**config.mk**
```make
export PLATFORM = sky130hd
export DESIGN_NAME = rob_multi_wb_flat
export DESIGN_NICKNAME = d
export VERILOG_FILES = /design/src/rtl/rob_multi_wb_if.sv /design/src/rtl/rob_multi_wb.sv /design/src/flat_wrapper.sv
export SDC_FILE = /design/constraint.sdc
export NUM_CORES = 2
export LEC_CHECK = 0
export ABC_CLOCK_PERIOD_IN_PS = 7800
export BUFFER_PORTS_ARGS = -buffer_cell sky130_fd_sc_hd__buf_4
export CAP_MARGIN = 30
export CORE_UTILIZATION = 50
export DETAILED_ROUTE_END_ITERATION = 6
export PLACE_DENSITY_LB_ADDON = 0.2
export SLEW_MARGIN = 30
export SYNTH_ARGS = -nofsm -noshare
export SYNTH_HDL_FRONTEND = slang
export SYNTH_SLANG_ARGS = --single-unit
```
**constraint.sdc**
```tcl
create_clock -name clk -period 7.8 [get_ports clk]
set_clock_uncertainty 0.1 [all_clocks]
set_input_delay 0.78 -clock clk [delete_from_list [all_inputs] [get_ports clk]]
set_output_delay 0.78 -clock clk [all_outputs]
set_load 0.005 [all_outputs]
```
**src/rtl/rob_multi_wb_if.sv**
```systemverilog
// Reorder buffer port bundle: issue/lookup, writeback, commit and flush.
// master drives issue and writeback; slave is the ROB itself.
interface rob_multi_wb_if #(
  parameter int IDX_W  = 4,
  parameter int DATA_W = 32,
  parameter int ADDR_W = 32,
  parameter int REG_W  = 5,
  parameter int NUM_WB = 2
);
  logic                     rdy;
  logic                     iss_valid;
  logic [1:0]               iss_type;
  logic [REG_W-1:0]         iss_dest;
  logic [ADDR_W-1:0]        iss_pc;
  logic                     iss_pred_taken;
  logic [IDX_W-1:0]         iss_rs1_tag;
  logic [IDX_W-1:0]         iss_rs2_tag;
  logic                     alloc_ok;
  logic [IDX_W-1:0]         alloc_tag;
  logic                     rs1_ready;
  logic [DATA_W-1:0]        rs1_data;
  logic                     rs2_ready;
  logic [DATA_W-1:0]        rs2_data;
  logic [NUM_WB-1:0]        wb_valid;
  logic [NUM_WB*IDX_W-1:0]  wb_tag;
  logic [NUM_WB*DATA_W-1:0] wb_data;
  logic [NUM_WB-1:0]        wb_taken;
  logic [NUM_WB*ADDR_W-1:0] wb_target;
  logic                     cm_valid;
  logic [REG_W-1:0]         cm_dest;
  logic [DATA_W-1:0]        cm_data;
  logic [IDX_W-1:0]         cm_tag;
  logic                     st_commit;
  logic                     flush;
  logic [ADDR_W-1:0]        flush_pc;
  logic [IDX_W:0]           count;

  modport master (
    output rdy, iss_valid, iss_type, iss_dest, iss_pc, iss_pred_taken, iss_rs1_tag, iss_rs2_tag,
           wb_valid, wb_tag, wb_data, wb_taken, wb_target,
    input  alloc_ok, alloc_tag, rs1_ready, rs1_data, rs2_ready, rs2_data,
           cm_valid, cm_dest, cm_data, cm_tag, st_commit, flush, flush_pc, count
  );

  modport slave (
    input  rdy, iss_valid, iss_type, iss_dest, iss_pc, iss_pred_taken, iss_rs1_tag, iss_rs2_tag,
           wb_valid, wb_tag, wb_data, wb_taken, wb_target,
    output alloc_ok, alloc_tag, rs1_ready, rs1_data, rs2_ready, rs2_data,
           cm_valid, cm_dest, cm_data, cm_tag, st_commit, flush, flush_pc, count
  );
endinterface

```
**src/rtl/rob_multi_wb.sv**
```systemverilog
// In-order-commit reorder buffer with NUM_WB writeback ports; commit/flush outputs registered one cycle
// after the decision. Issue is refused when full or while flush is high; rdy=0 freezes everything.
module rob_multi_wb #(
  parameter int DEPTH  = 16,
  parameter int IDX_W  = 4,
  parameter int DATA_W = 32,
  parameter int ADDR_W = 32,
  parameter int REG_W  = 5,
  parameter int NUM_WB = 2
) (
  input logic          clk,
  input logic          rst,
  rob_multi_wb_if.slave bus
);
  localparam logic [1:0] T_OTHER  = 2'd0;
  localparam logic [1:0] T_STORE  = 2'd1;
  localparam logic [1:0] T_BRANCH = 2'd2;
  localparam logic [1:0] T_JALR   = 2'd3;

  logic [1:0]        e_type   [DEPTH];
  logic [REG_W-1:0]  e_dest   [DEPTH];
  logic [ADDR_W-1:0] e_pc     [DEPTH];
  logic              e_pred   [DEPTH];
  logic [DATA_W-1:0] e_data   [DEPTH];
  logic              e_taken  [DEPTH];
  logic [ADDR_W-1:0] e_target [DEPTH];
  logic [DEPTH-1:0]  e_ready;

  logic [IDX_W-1:0]  head, tail;
  logic [IDX_W:0]    count;
  logic              cm_valid, st_commit, flush;
  logic [REG_W-1:0]  cm_dest;
  logic [DATA_W-1:0] cm_data;
  logic [IDX_W-1:0]  cm_tag;
  logic [ADDR_W-1:0] flush_pc;

  logic              alloc_ok, issue_ok, do_commit, flush_now;
  logic [ADDR_W-1:0] flush_target;
  logic              rs1_ready, rs2_ready;
  logic [DATA_W-1:0] rs1_data, rs2_data;

  // A tag is live when its distance from head is below the occupancy.
  function automatic logic occupied(input logic [IDX_W-1:0] t);
    logic [IDX_W-1:0] off;
    off = t - head;
    return {1'b0, off} < count;
  endfunction

  assign alloc_ok  = (count != (IDX_W+1)'(DEPTH)) && !flush;
  assign issue_ok  = bus.iss_valid && alloc_ok;
  assign do_commit = (count != '0) && e_ready[head];

  always_comb begin
    flush_now    = 1'b0;
    flush_target = e_target[head];
    if (do_commit) begin
      if (e_type[head] == T_JALR) begin
        flush_now = 1'b1;
      end else if (e_type[head] == T_BRANCH && e_taken[head] != e_pred[head]) begin
        flush_now    = 1'b1;
        flush_target = e_taken[head] ? e_target[head] : e_pc[head] + ADDR_W'(4);
      end
    end
  end

  // Operand lookup; ports scanned high to low so port 0 has the final say.
  always_comb begin
    rs1_ready = e_ready[bus.iss_rs1_tag];
    rs1_data  = e_data[bus.iss_rs1_tag];
    rs2_ready = e_ready[bus.iss_rs2_tag];
    rs2_data  = e_data[bus.iss_rs2_tag];
    for (int p = NUM_WB-1; p >= 0; p--) begin
      if (bus.wb_valid[p] && bus.wb_tag[p*IDX_W +: IDX_W] == bus.iss_rs1_tag) begin
        rs1_ready = 1'b1;
        rs1_data  = bus.wb_data[p*DATA_W +: DATA_W];
      end
      if (bus.wb_valid[p] && bus.wb_tag[p*IDX_W +: IDX_W] == bus.iss_rs2_tag) begin
        rs2_ready = 1'b1;
        rs2_data  = bus.wb_data[p*DATA_W +: DATA_W];
      end
    end
  end

  always_ff @(posedge clk) begin
    if (rst) begin
      head      <= '0;
      tail      <= '0;
      count     <= '0;
      e_ready   <= '0;
      cm_valid  <= 1'b0;
      st_commit <= 1'b0;
      flush     <= 1'b0;
      cm_dest   <= '0;
      cm_data   <= '0;
      cm_tag    <= '0;
      flush_pc  <= '0;
    end else if (bus.rdy) begin
      cm_valid  <= 1'b0;
      st_commit <= 1'b0;
      flush     <= 1'b0;
      if (issue_ok) begin
        e_type[tail]  <= bus.iss_type;
        e_dest[tail]  <= bus.iss_dest;
        e_pc[tail]    <= bus.iss_pc;
        e_pred[tail]  <= bus.iss_pred_taken;
        e_ready[tail] <= 1'b0;
      end
      for (int p = NUM_WB-1; p >= 0; p--) begin
        if (bus.wb_valid[p] && occupied(bus.wb_tag[p*IDX_W +: IDX_W])) begin
          e_ready[bus.wb_tag[p*IDX_W +: IDX_W]]  <= 1'b1;
          e_data[bus.wb_tag[p*IDX_W +: IDX_W]]   <= bus.wb_data[p*DATA_W +: DATA_W];
          e_taken[bus.wb_tag[p*IDX_W +: IDX_W]]  <= bus.wb_taken[p];
          e_target[bus.wb_tag[p*IDX_W +: IDX_W]] <= bus.wb_target[p*ADDR_W +: ADDR_W];
        end
      end
      if (do_commit) begin
        cm_dest   <= e_dest[head];
        cm_data   <= e_data[head];
        cm_tag    <= head;
        cm_valid  <= (e_type[head] == T_OTHER) || (e_type[head] == T_JALR);
        st_commit <= (e_type[head] == T_STORE);
        if (flush_now) begin
          flush    <= 1'b1;
          flush_pc <= flush_target;
        end
      end
      // Mispredict discards everything younger, including this cycle's issue and writebacks.
      if (flush_now) begin
        head    <= head + IDX_W'(1);
        tail    <= head + IDX_W'(1);
        count   <= '0;
        e_ready <= '0;
      end else begin
        head  <= head + IDX_W'(do_commit);
        tail  <= tail + IDX_W'(issue_ok);
        count <= count + (IDX_W+1)'(issue_ok) - (IDX_W+1)'(do_commit);
      end
    end
  end

  assign bus.alloc_ok  = alloc_ok;
  assign bus.alloc_tag = tail;
  assign bus.rs1_ready = rs1_ready;
  assign bus.rs1_data  = rs1_data;
  assign bus.rs2_ready = rs2_ready;
  assign bus.rs2_data  = rs2_data;
  assign bus.cm_valid  = cm_valid;
  assign bus.cm_dest   = cm_dest;
  assign bus.cm_data   = cm_data;
  assign bus.cm_tag    = cm_tag;
  assign bus.st_commit = st_commit;
  assign bus.flush     = flush;
  assign bus.flush_pc  = flush_pc;
  assign bus.count     = count;
endmodule

```
**src/flat_wrapper.sv**
```systemverilog
// flat-port wrapper written by rule: the top's interface ports become plain ports
module rob_multi_wb_flat 
#(
  parameter int DEPTH  = 16,
  parameter int IDX_W  = 4,
  parameter int DATA_W = 32,
  parameter int ADDR_W = 32,
  parameter int REG_W  = 5,
  parameter int NUM_WB = 2
)
  (clk, rst, bus_rdy, bus_iss_valid, bus_iss_type, bus_iss_dest, bus_iss_pc, bus_iss_pred_taken, bus_iss_rs1_tag, bus_iss_rs2_tag, bus_wb_valid, bus_wb_tag, bus_wb_data, bus_wb_taken, bus_wb_target, bus_alloc_ok, bus_alloc_tag, bus_rs1_ready, bus_rs1_data, bus_rs2_ready, bus_rs2_data, bus_cm_valid, bus_cm_dest, bus_cm_data, bus_cm_tag, bus_st_commit, bus_flush, bus_flush_pc, bus_count);
  rob_multi_wb_if #(.IDX_W(IDX_W), .DATA_W(DATA_W), .ADDR_W(ADDR_W), .REG_W(REG_W), .NUM_WB(NUM_WB)) bus_i ();
  input logic clk;
  input logic rst;
  input wire logic [$bits(bus_i.rdy)-1:0] bus_rdy;
  input wire logic [$bits(bus_i.iss_valid)-1:0] bus_iss_valid;
  input wire logic [$bits(bus_i.iss_type)-1:0] bus_iss_type;
  input wire logic [$bits(bus_i.iss_dest)-1:0] bus_iss_dest;
  input wire logic [$bits(bus_i.iss_pc)-1:0] bus_iss_pc;
  input wire logic [$bits(bus_i.iss_pred_taken)-1:0] bus_iss_pred_taken;
  input wire logic [$bits(bus_i.iss_rs1_tag)-1:0] bus_iss_rs1_tag;
  input wire logic [$bits(bus_i.iss_rs2_tag)-1:0] bus_iss_rs2_tag;
  input wire logic [$bits(bus_i.wb_valid)-1:0] bus_wb_valid;
  input wire logic [$bits(bus_i.wb_tag)-1:0] bus_wb_tag;
  input wire logic [$bits(bus_i.wb_data)-1:0] bus_wb_data;
  input wire logic [$bits(bus_i.wb_taken)-1:0] bus_wb_taken;
  input wire logic [$bits(bus_i.wb_target)-1:0] bus_wb_target;
  output wire logic [$bits(bus_i.alloc_ok)-1:0] bus_alloc_ok;
  output wire logic [$bits(bus_i.alloc_tag)-1:0] bus_alloc_tag;
  output wire logic [$bits(bus_i.rs1_ready)-1:0] bus_rs1_ready;
  output wire logic [$bits(bus_i.rs1_data)-1:0] bus_rs1_data;
  output wire logic [$bits(bus_i.rs2_ready)-1:0] bus_rs2_ready;
  output wire logic [$bits(bus_i.rs2_data)-1:0] bus_rs2_data;
  output wire logic [$bits(bus_i.cm_valid)-1:0] bus_cm_valid;
  output wire logic [$bits(bus_i.cm_dest)-1:0] bus_cm_dest;
  output wire logic [$bits(bus_i.cm_data)-1:0] bus_cm_data;
  output wire logic [$bits(bus_i.cm_tag)-1:0] bus_cm_tag;
  output wire logic [$bits(bus_i.st_commit)-1:0] bus_st_commit;
  output wire logic [$bits(bus_i.flush)-1:0] bus_flush;
  output wire logic [$bits(bus_i.flush_pc)-1:0] bus_flush_pc;
  output wire logic [$bits(bus_i.count)-1:0] bus_count;
  assign bus_i.rdy = bus_rdy;
  assign bus_i.iss_valid = bus_iss_valid;
  assign bus_i.iss_type = bus_iss_type;
  assign bus_i.iss_dest = bus_iss_dest;
  assign bus_i.iss_pc = bus_iss_pc;
  assign bus_i.iss_pred_taken = bus_iss_pred_taken;
  assign bus_i.iss_rs1_tag = bus_iss_rs1_tag;
  assign bus_i.iss_rs2_tag = bus_iss_rs2_tag;
  assign bus_i.wb_valid = bus_wb_valid;
  assign bus_i.wb_tag = bus_wb_tag;
  assign bus_i.wb_data = bus_wb_data;
  assign bus_i.wb_taken = bus_wb_taken;
  assign bus_i.wb_target = bus_wb_target;
  assign bus_alloc_ok = bus_i.alloc_ok;
  assign bus_alloc_tag = bus_i.alloc_tag;
  assign bus_rs1_ready = bus_i.rs1_ready;
  assign bus_rs1_data = bus_i.rs1_data;
  assign bus_rs2_ready = bus_i.rs2_ready;
  assign bus_rs2_data = bus_i.rs2_data;
  assign bus_cm_valid = bus_i.cm_valid;
  assign bus_cm_dest = bus_i.cm_dest;
  assign bus_cm_data = bus_i.cm_data;
  assign bus_cm_tag = bus_i.cm_tag;
  assign bus_st_commit = bus_i.st_commit;
  assign bus_flush = bus_i.flush;
  assign bus_flush_pc = bus_i.flush_pc;
  assign bus_count = bus_i.count;
  rob_multi_wb #(.DEPTH(DEPTH), .IDX_W(IDX_W), .DATA_W(DATA_W), .ADDR_W(ADDR_W), .REG_W(REG_W), .NUM_WB(NUM_WB)) u_core (.clk(clk), .rst(rst), .bus(bus_i));
endmodule
```
# Word-level counts from Yosys, hierarchy flattened
# Memory sizes are Yosys's and may differ from the RTL's. A register that Yosys moved wholly into a read port is not among the register bits.
# Index checks and enable logic that the tools add are counted.
totals:
  reg_bits: 68
  ramBits: 1680
  input_bits: 192
  out_inout_bits: 152
  n_memories: 7
mem_list:
  columns: ["name", "depth", "width", "rd", "rd_clocked_by_memory_dff", "write_ports", "line_no", "rtl"]
  rows:
  - ["u_core.e_data", 16, 32, 3, 1, 2, "rob_multi_wb.sv:24", "logic [DATA_W-1:0] e_data [DEPTH];"]
  - ["u_core.e_pc", 16, 32, 1, 1, 1, "rob_multi_wb.sv:22", "logic [ADDR_W-1:0] e_pc [DEPTH];"]
  - ["u_core.e_target", 16, 32, 1, 1, 2, "rob_multi_wb.sv:26", "logic [ADDR_W-1:0] e_target [DEPTH];"]
  - ["u_core.e_dest", 16, 5, 1, 1, 1, "rob_multi_wb.sv:21", "logic [REG_W-1:0] e_dest [DEPTH];"]
  - ["u_core.e_type", 16, 2, 1, 1, 1, "rob_multi_wb.sv:20", "logic [1:0] e_type [DEPTH];"]
  - ["u_core.e_pred", 16, 1, 1, 1, 1, "rob_multi_wb.sv:23", "logic e_pred [DEPTH];"]
  - ["1 more memories", null, null, null, null, null, null, null]
op_classes:
  add_sub_neg: 8
  magnitude_cmp: 11
  eq_ne: 9
  muxes: 63
  bitwise: 4
  n_reduce_logical: 19
op_table:
  columns: ["op", "count"]
  rows:
  - ["two-way mux 32 bit", 7]
  - ["two-way mux 16 bit", 8]
  - ["two-way mux 4 bit", 12]
  - ["adder 32 x 3 -> 32 bit, second input constant", 1]
  - ["OR 16 bit", 2]
  - ["< comparator 4 x 5 -> 1 bit, second input constant", 6]
  - ["two-way mux 1 bit", 29]
  - ["bitwise AND 16 bit", 1]
  - ["== test 4 bit", 4]
  - ["inverter 16 bit", 1]
  - ["logical AND 1 bit", 13]
  - ["binary-select mux 1 bit (select 4 bit)", 3]
  - ["demux 1 bit (select 4 bit)", 3]
  - ["greater-or-equal comparator 4 x 1 -> 1 bit, second input constant", 3]
  - ["< comparator 4 x 5 -> 1 bit", 2]
  - ["adder 4 x 1 -> 4 bit", 2]
  - ["subtractor 4 bit", 2]
  - ["adder 5 x 1 -> 5 bit", 1]
  - ["two-way mux 5 bit", 1]
  - ["!= test 5 bit, second input constant", 1]
  - ["nonzero test 5 bit", 1]
  - ["subtractor 5 x 1 -> 5 bit", 1]
  - ["adder 4 x 1 -> 4 bit, second input constant", 1]
  - ["== test 2 bit, second input constant", 2]
  - ["other kinds (7)", 7]

# Depth between registers and ports, before layout
logic_depth:
  depth_word: 16
  depth_mapped: 21

# Worst setup path before layout
# No wires, ideal clock.
synth_path:
  path_type: "flip-flop to flip-flop"
  startpoint: "register u_core.head[2]"
  endpoint: "memory u_core.e_data[2][0] (enable)"
  arrival_ps: 7758
  slack_ps: -635
  stages_incl_launch_ff: 14
  n_path_buf: 3
  period_less_slack_ps: 8435
  cell_sequence: "dfxtp_1 -> clkbuf_1 -> inv_1 -> buf_1 -> clkbuf_1 -> ha_1 -> xor2_1 -> ha_1 -> o21a_1 -> o21a_1 -> o21bai_1 -> nand4_1 -> nand2b_1 -> o21ai_0"
synth_rtl:
  columns: ["element", "line_no", "rtl"]
  rows:
  - ["from (decl)", "rob_multi_wb.sv:29", "logic [IDX_W-1:0] head, tail;"]
  - ["from (signal assigned)", "rob_multi_wb.sv:129", "head <= head + IDX_W'(1);"]
  - ["from (signal assigned)", "rob_multi_wb.sv:134", "head <= head + IDX_W'(do_commit);"]
  - ["to (decl)", "rob_multi_wb.sv:24", null]

==> results.tsv <==
metric	value	unit
cell at the root of the clock tree	sky130_fd_sc_hd__clkbuf_16	
share of total power consumed by net switching	22.8	%
Net Sw Power	4850	µW
routability congestion estimate	0.865	
Final Setup Violations	0	
maximum number of pins on one net before global-route repair	97	
HP Class	in2reg	
iteration count of the initial detailed-routing pass	6	
number of max-cap violations	0	
overall die area	185000	µm²
via total after detailed routing	53600	
clock tree from TritonCTS	yes	
grt total ovfl	0	
CTS Buf Count	186	
Worst Hold Path EP	u_core.e_pc[9][16]$_DFFE_PP_	
final count of hold timing violations	0	
measured slew at the worst slew-check pin	1.08	ns
combined area of all synthesized cells	91800	µm²
fraction of layout cells with a size suffix above 1	48.3	%
Seq/Total Area, Yosys	57.3	%
nets in the synthesized netlist	5431	
status	finished clean	
unrepaired setup endpoints after global routing	false	
startpoint of the lowest-slack register-to-register path	u_core.head[1]$_SDFFE_PP0P_	
Synth area leaders	sky130_fd_sc_hd__edfxtp_1, sky130_fd_sc_hd__mux4_2, sky130_fd_sc_hd__mux2_2, sky130_fd_sc_hd__dfxtp_1, sky130_fd_sc_hd__clkbuf_1	
final number of max-transition violations	0	
clock period minus worst slack	5.77	ns
violation count after the first detailed-routing iteration	6740	
kind of critical path	reg2reg	
Crit path arrival time	6.14	ns
insertion delay to the later sink of the worst-skew pair	0.86	ns
share of the clock period used by the worst path after layout	73.9	%
number of nets with antenna violations after routing	0	
initial antenna violation count	29	
clock transition time at the flip-flop clock pins of the worst setup and hold paths	0.06	ns
FFs w/ async S/R, synth	0	%
Post-Route Utilization	56.6	%
clk sinks	1789	
number of top-level design ports	344	
Post-Route WL	282000	µm
most instantiated flip-flop cell in the synthesis netlist	sky130_fd_sc_hd__edfxtp_1	
Die Span X	431	µm
cell type contributing the most total cell area after synthesis	sky130_fd_sc_hd__edfxtp_1	
data required time of the critical path	8.17	ns
number of global-route vias before repair	53100	
placed cell count	7498	
Worst IR Drop VDD	0.238	mV
endpoint of the worst register-to-register path	u_core.e_target[6][26]$_DFFE_PP_	
share of power burned in combinational logic	8.0	%
via count normalized by instance count	6.81	
worst hold stages	1	
sequential share of power	49.9	%
count of flip-flops with a built-in enable after synthesis	1680	
WHS	0.103	ns
core region area	182000	µm²
maximum buffer depth of the clock tree	3	
Register-to-Register Setup Slack	2.03	ns
largest fanout on the critical path	48	
# rows	156	
Slew headroom	28.1	%
path depth of the worst reg2reg path	11	
post-cts resize count	0	
Avg Inst Size Synth	17.6	µm²
total of hold buffers inserted after clock tree synthesis	0	
critical path endpoint category	flip-flop	
Min-Delay Startpoint	bus_iss_pc[16]	
placed wire-length estimate after detailed placement	161000	µm
number of distinct library cell variants in the gate-level netlist after synthesis	85	
final cell count without fillers	7866	
relative contribution of the clock network to total power	42.1	%
number of synthesized register bits	1789	
synth warn	0	
Power Dens Cells	207	nW/µm²
total setup buffers inserted after CTS	0	
internal power	16400	µW
total number of nets in the final design	5539	
remaining design rule violation count	0	
area delta synth->final	11.8	%
total routing usage reported by global routing	30.2	%
count of H-tree levels built during CTS	4	
area fraction of the dominant cell type after synthesis	54.9	%
floorplan die height	431	µm
Setup Total Neg Slack	0	ns
launching element type of the critical path	flip-flop	
wire length of the first global-routing pass	397000	µm
LEAKAGE	0.0320	µW
maximum operating frequency	0.173	GHz
initial core utilization	50.6	%
input/output buffers	343	
routed len/inst	35.8	µm
synthesized instance count	5209	
## stage by stage
| step | instance area, µm² | total power [µW] | setup slack (ns) |
|---|---|---|---|
| 6_report | 103000 | 21300 | 2.03 |
| 5_1_grt | 103000 | 21800 | 1.92 |
| 4_1_cts | 103000 | 21400 | 2.10 |
| 3_5_place_dp | 96500 | 12500 | 2.13 |
| 3_3_place_gp | 96400 | 12500 | 2.09 |
| 2_1_floorplan | 91800 | 11800 | 0.531 |
## cell usage in the layout (no fill, tap or decap), drive strengths merged, types with 11 or more instances in the layout
cell type and n:
o21ai 108, nand3 25, edfxtp 1680, clkinvlp 14, buf 474, and2 16
xor2 19, diode 19, a221oi 13, clkbuf 246, nor2 95, mux2 1041
xnor2 25, dfxtp 109, nand2b 11, clkinv 66, bufinv 15, inv 26
nor3 21, nor4 16, mux2i 117, a22oi 20, ha 27, a22o 15
a21oi 81, nand2 221, o22ai 12, mux4 822, and3 12
## cells by family after synthesis
logic type / share of synthesized area [%]
multiplexers: 34.4
flip-flops: 57.3
adder cells (fa/ha/maj): 0.433
AO/OA/AOI/OAI: 2.19
XOR/XNOR: 0.420
buffers and inverters: 2.82
AND/OR/NAND/NOR: 2.43
## critical path, cell delays in order, from the launching register on
cell and delay (ns):
sky130_fd_sc_hd__dfxtp_4 0.84, sky130_fd_sc_hd__inv_1 0.34, sky130_fd_sc_hd__fa_1 0.52, sky130_fd_sc_hd__ha_1 0.28, sky130_fd_sc_hd__a21boi_0 0.13, sky130_fd_sc_hd__o21a_1 0.19
sky130_fd_sc_hd__o21a_1 0.16, sky130_fd_sc_hd__o21bai_1 0.30, sky130_fd_sc_hd__nand4b_1 0.63, sky130_fd_sc_hd__o22a_1 0.49, sky130_fd_sc_hd__nor2_4 0.69, sky130_fd_sc_hd__buf_4 0.61
## Yosys cell counts, types with 5 or more instances
library cell               number
sky130_fd_sc_hd__a21o_1         5
sky130_fd_sc_hd__o21bai_1       8
sky130_fd_sc_hd__buf_2         30
sky130_fd_sc_hd__mux2i_1      117
sky130_fd_sc_hd__a21oi_1       79
sky130_fd_sc_hd__o22ai_1       10
sky130_fd_sc_hd__nor2_1        94
sky130_fd_sc_hd__dfxtp_1      109
sky130_fd_sc_hd__a221oi_1      12
sky130_fd_sc_hd__o21ai_0      103
sky130_fd_sc_hd__a22o_1        15
sky130_fd_sc_hd__buf_12        11
sky130_fd_sc_hd__ha_1          27
sky130_fd_sc_hd__a211oi_1       6
sky130_fd_sc_hd__nor4_1        10
sky130_fd_sc_hd__buf_4         15
sky130_fd_sc_hd__and2_1        16
sky130_fd_sc_hd__nor2b_1        9
sky130_fd_sc_hd__nand4_1        9
sky130_fd_sc_hd__a22oi_1       18
sky130_fd_sc_hd__nand2_1      221
sky130_fd_sc_hd__xor2_1        19
sky130_fd_sc_hd__buf_6         16
sky130_fd_sc_hd__edfxtp_1    1680
sky130_fd_sc_hd__mux4_1        44
sky130_fd_sc_hd__or3_1         10
sky130_fd_sc_hd__or2_2          5
sky130_fd_sc_hd__mux2_2      1041
sky130_fd_sc_hd__a31oi_1        7
sky130_fd_sc_hd__buf_1         47
sky130_fd_sc_hd__nand3_1       25
sky130_fd_sc_hd__xnor2_1       25
sky130_fd_sc_hd__and3_1        12
sky130_fd_sc_hd__nand2b_1      11
sky130_fd_sc_hd__nor3_1        21
sky130_fd_sc_hd__o21ai_1        5
sky130_fd_sc_hd__a211o_1        5
sky130_fd_sc_hd__nor4_2         5
sky130_fd_sc_hd__inv_1         17
sky130_fd_sc_hd__clkbuf_1     427
sky130_fd_sc_hd__mux4_2       778
## sequential cells by signal (all words and copies together) (netlist names), 4 cells and up, named ones only
signal / count
u_core.bus.alloc_tag: 4
u_core.bus.cm_data: 32
u_core.head: 4
u_core.e_pred: 16
u_core.e_data: 512
u_core.bus.count: 5
u_core.e_pc: 512
u_core.e_type: 32
u_core.bus.cm_tag: 4
u_core.e_taken: 16
u_core.e_dest: 80
u_core.bus.flush_pc: 32
u_core.e_ready: 16
u_core.bus.cm_dest: 5
u_core.e_target: 512
## metal layers
layer / routed length [µm] / vias up / global-route usage (%)
met5: 78 / - / 0
met4: 10400 / 12 / 11.7
met3: 22200 / 470 / 4.61
met2: 138000 / 2788 / 48.6
met1: 111000 / 28700 / 41.6
li1: - / 21700 / -
## power groups by stage
| stage | logic [µW] | clock network (µW) | registers (µW) |
|---|---|---|---|
| global placement | 1670 | 0 | 10800 |
| finish | 1710 | 8960 | 10600 |
| detailed placement | 1690 | 0 | 10800 |
| global route | 1800 | 9390 | 10600 |
| floorplan | 1060 | 0 | 10800 |
| CTS | 1700 | 9050 | 10600 |
## final cells by class
class	count	area [µm²]
antenna	19	47.5
timing repair buffer	474	3870
clock buffer	246	5080
fill	13900	78800
multi-input combinational	2847	37000
tap	2370	2970
inverter	19	76.3
clock inverter	102	997
sequential	1789	52700
## worst max-delay path by stage
stage | endpoint | slack (ns) | startpoint | cells past startpoint
global route | u_core.e_target[0][17]$_DFFE_PP_ | 1.92 | u_core.head[1]$_SDFFE_PP0P_ | 12
global placement | u_core.e_target[6][20]$_DFFE_PP_ | 2.09 | bus_wb_tag[0] | 14
floorplan | u_core.e_data[4][0]$_DFFE_PP_ | 0.53 | u_core.head[2]$_SDFFE_PP0P_ | 13
detailed placement | u_core.e_target[6][15]$_DFFE_PP_ | 2.13 | bus_wb_tag[0] | 14
CTS | u_core.e_target[6][14]$_DFFE_PP_ | 2.10 | u_core.head[1]$_SDFFE_PP0P_ | 11
finish | u_core.e_target[6][26]$_DFFE_PP_ | 2.03 | u_core.head[1]$_SDFFE_PP0P_ | 11
Note: power is estimated with default switching activity, not from simulation.
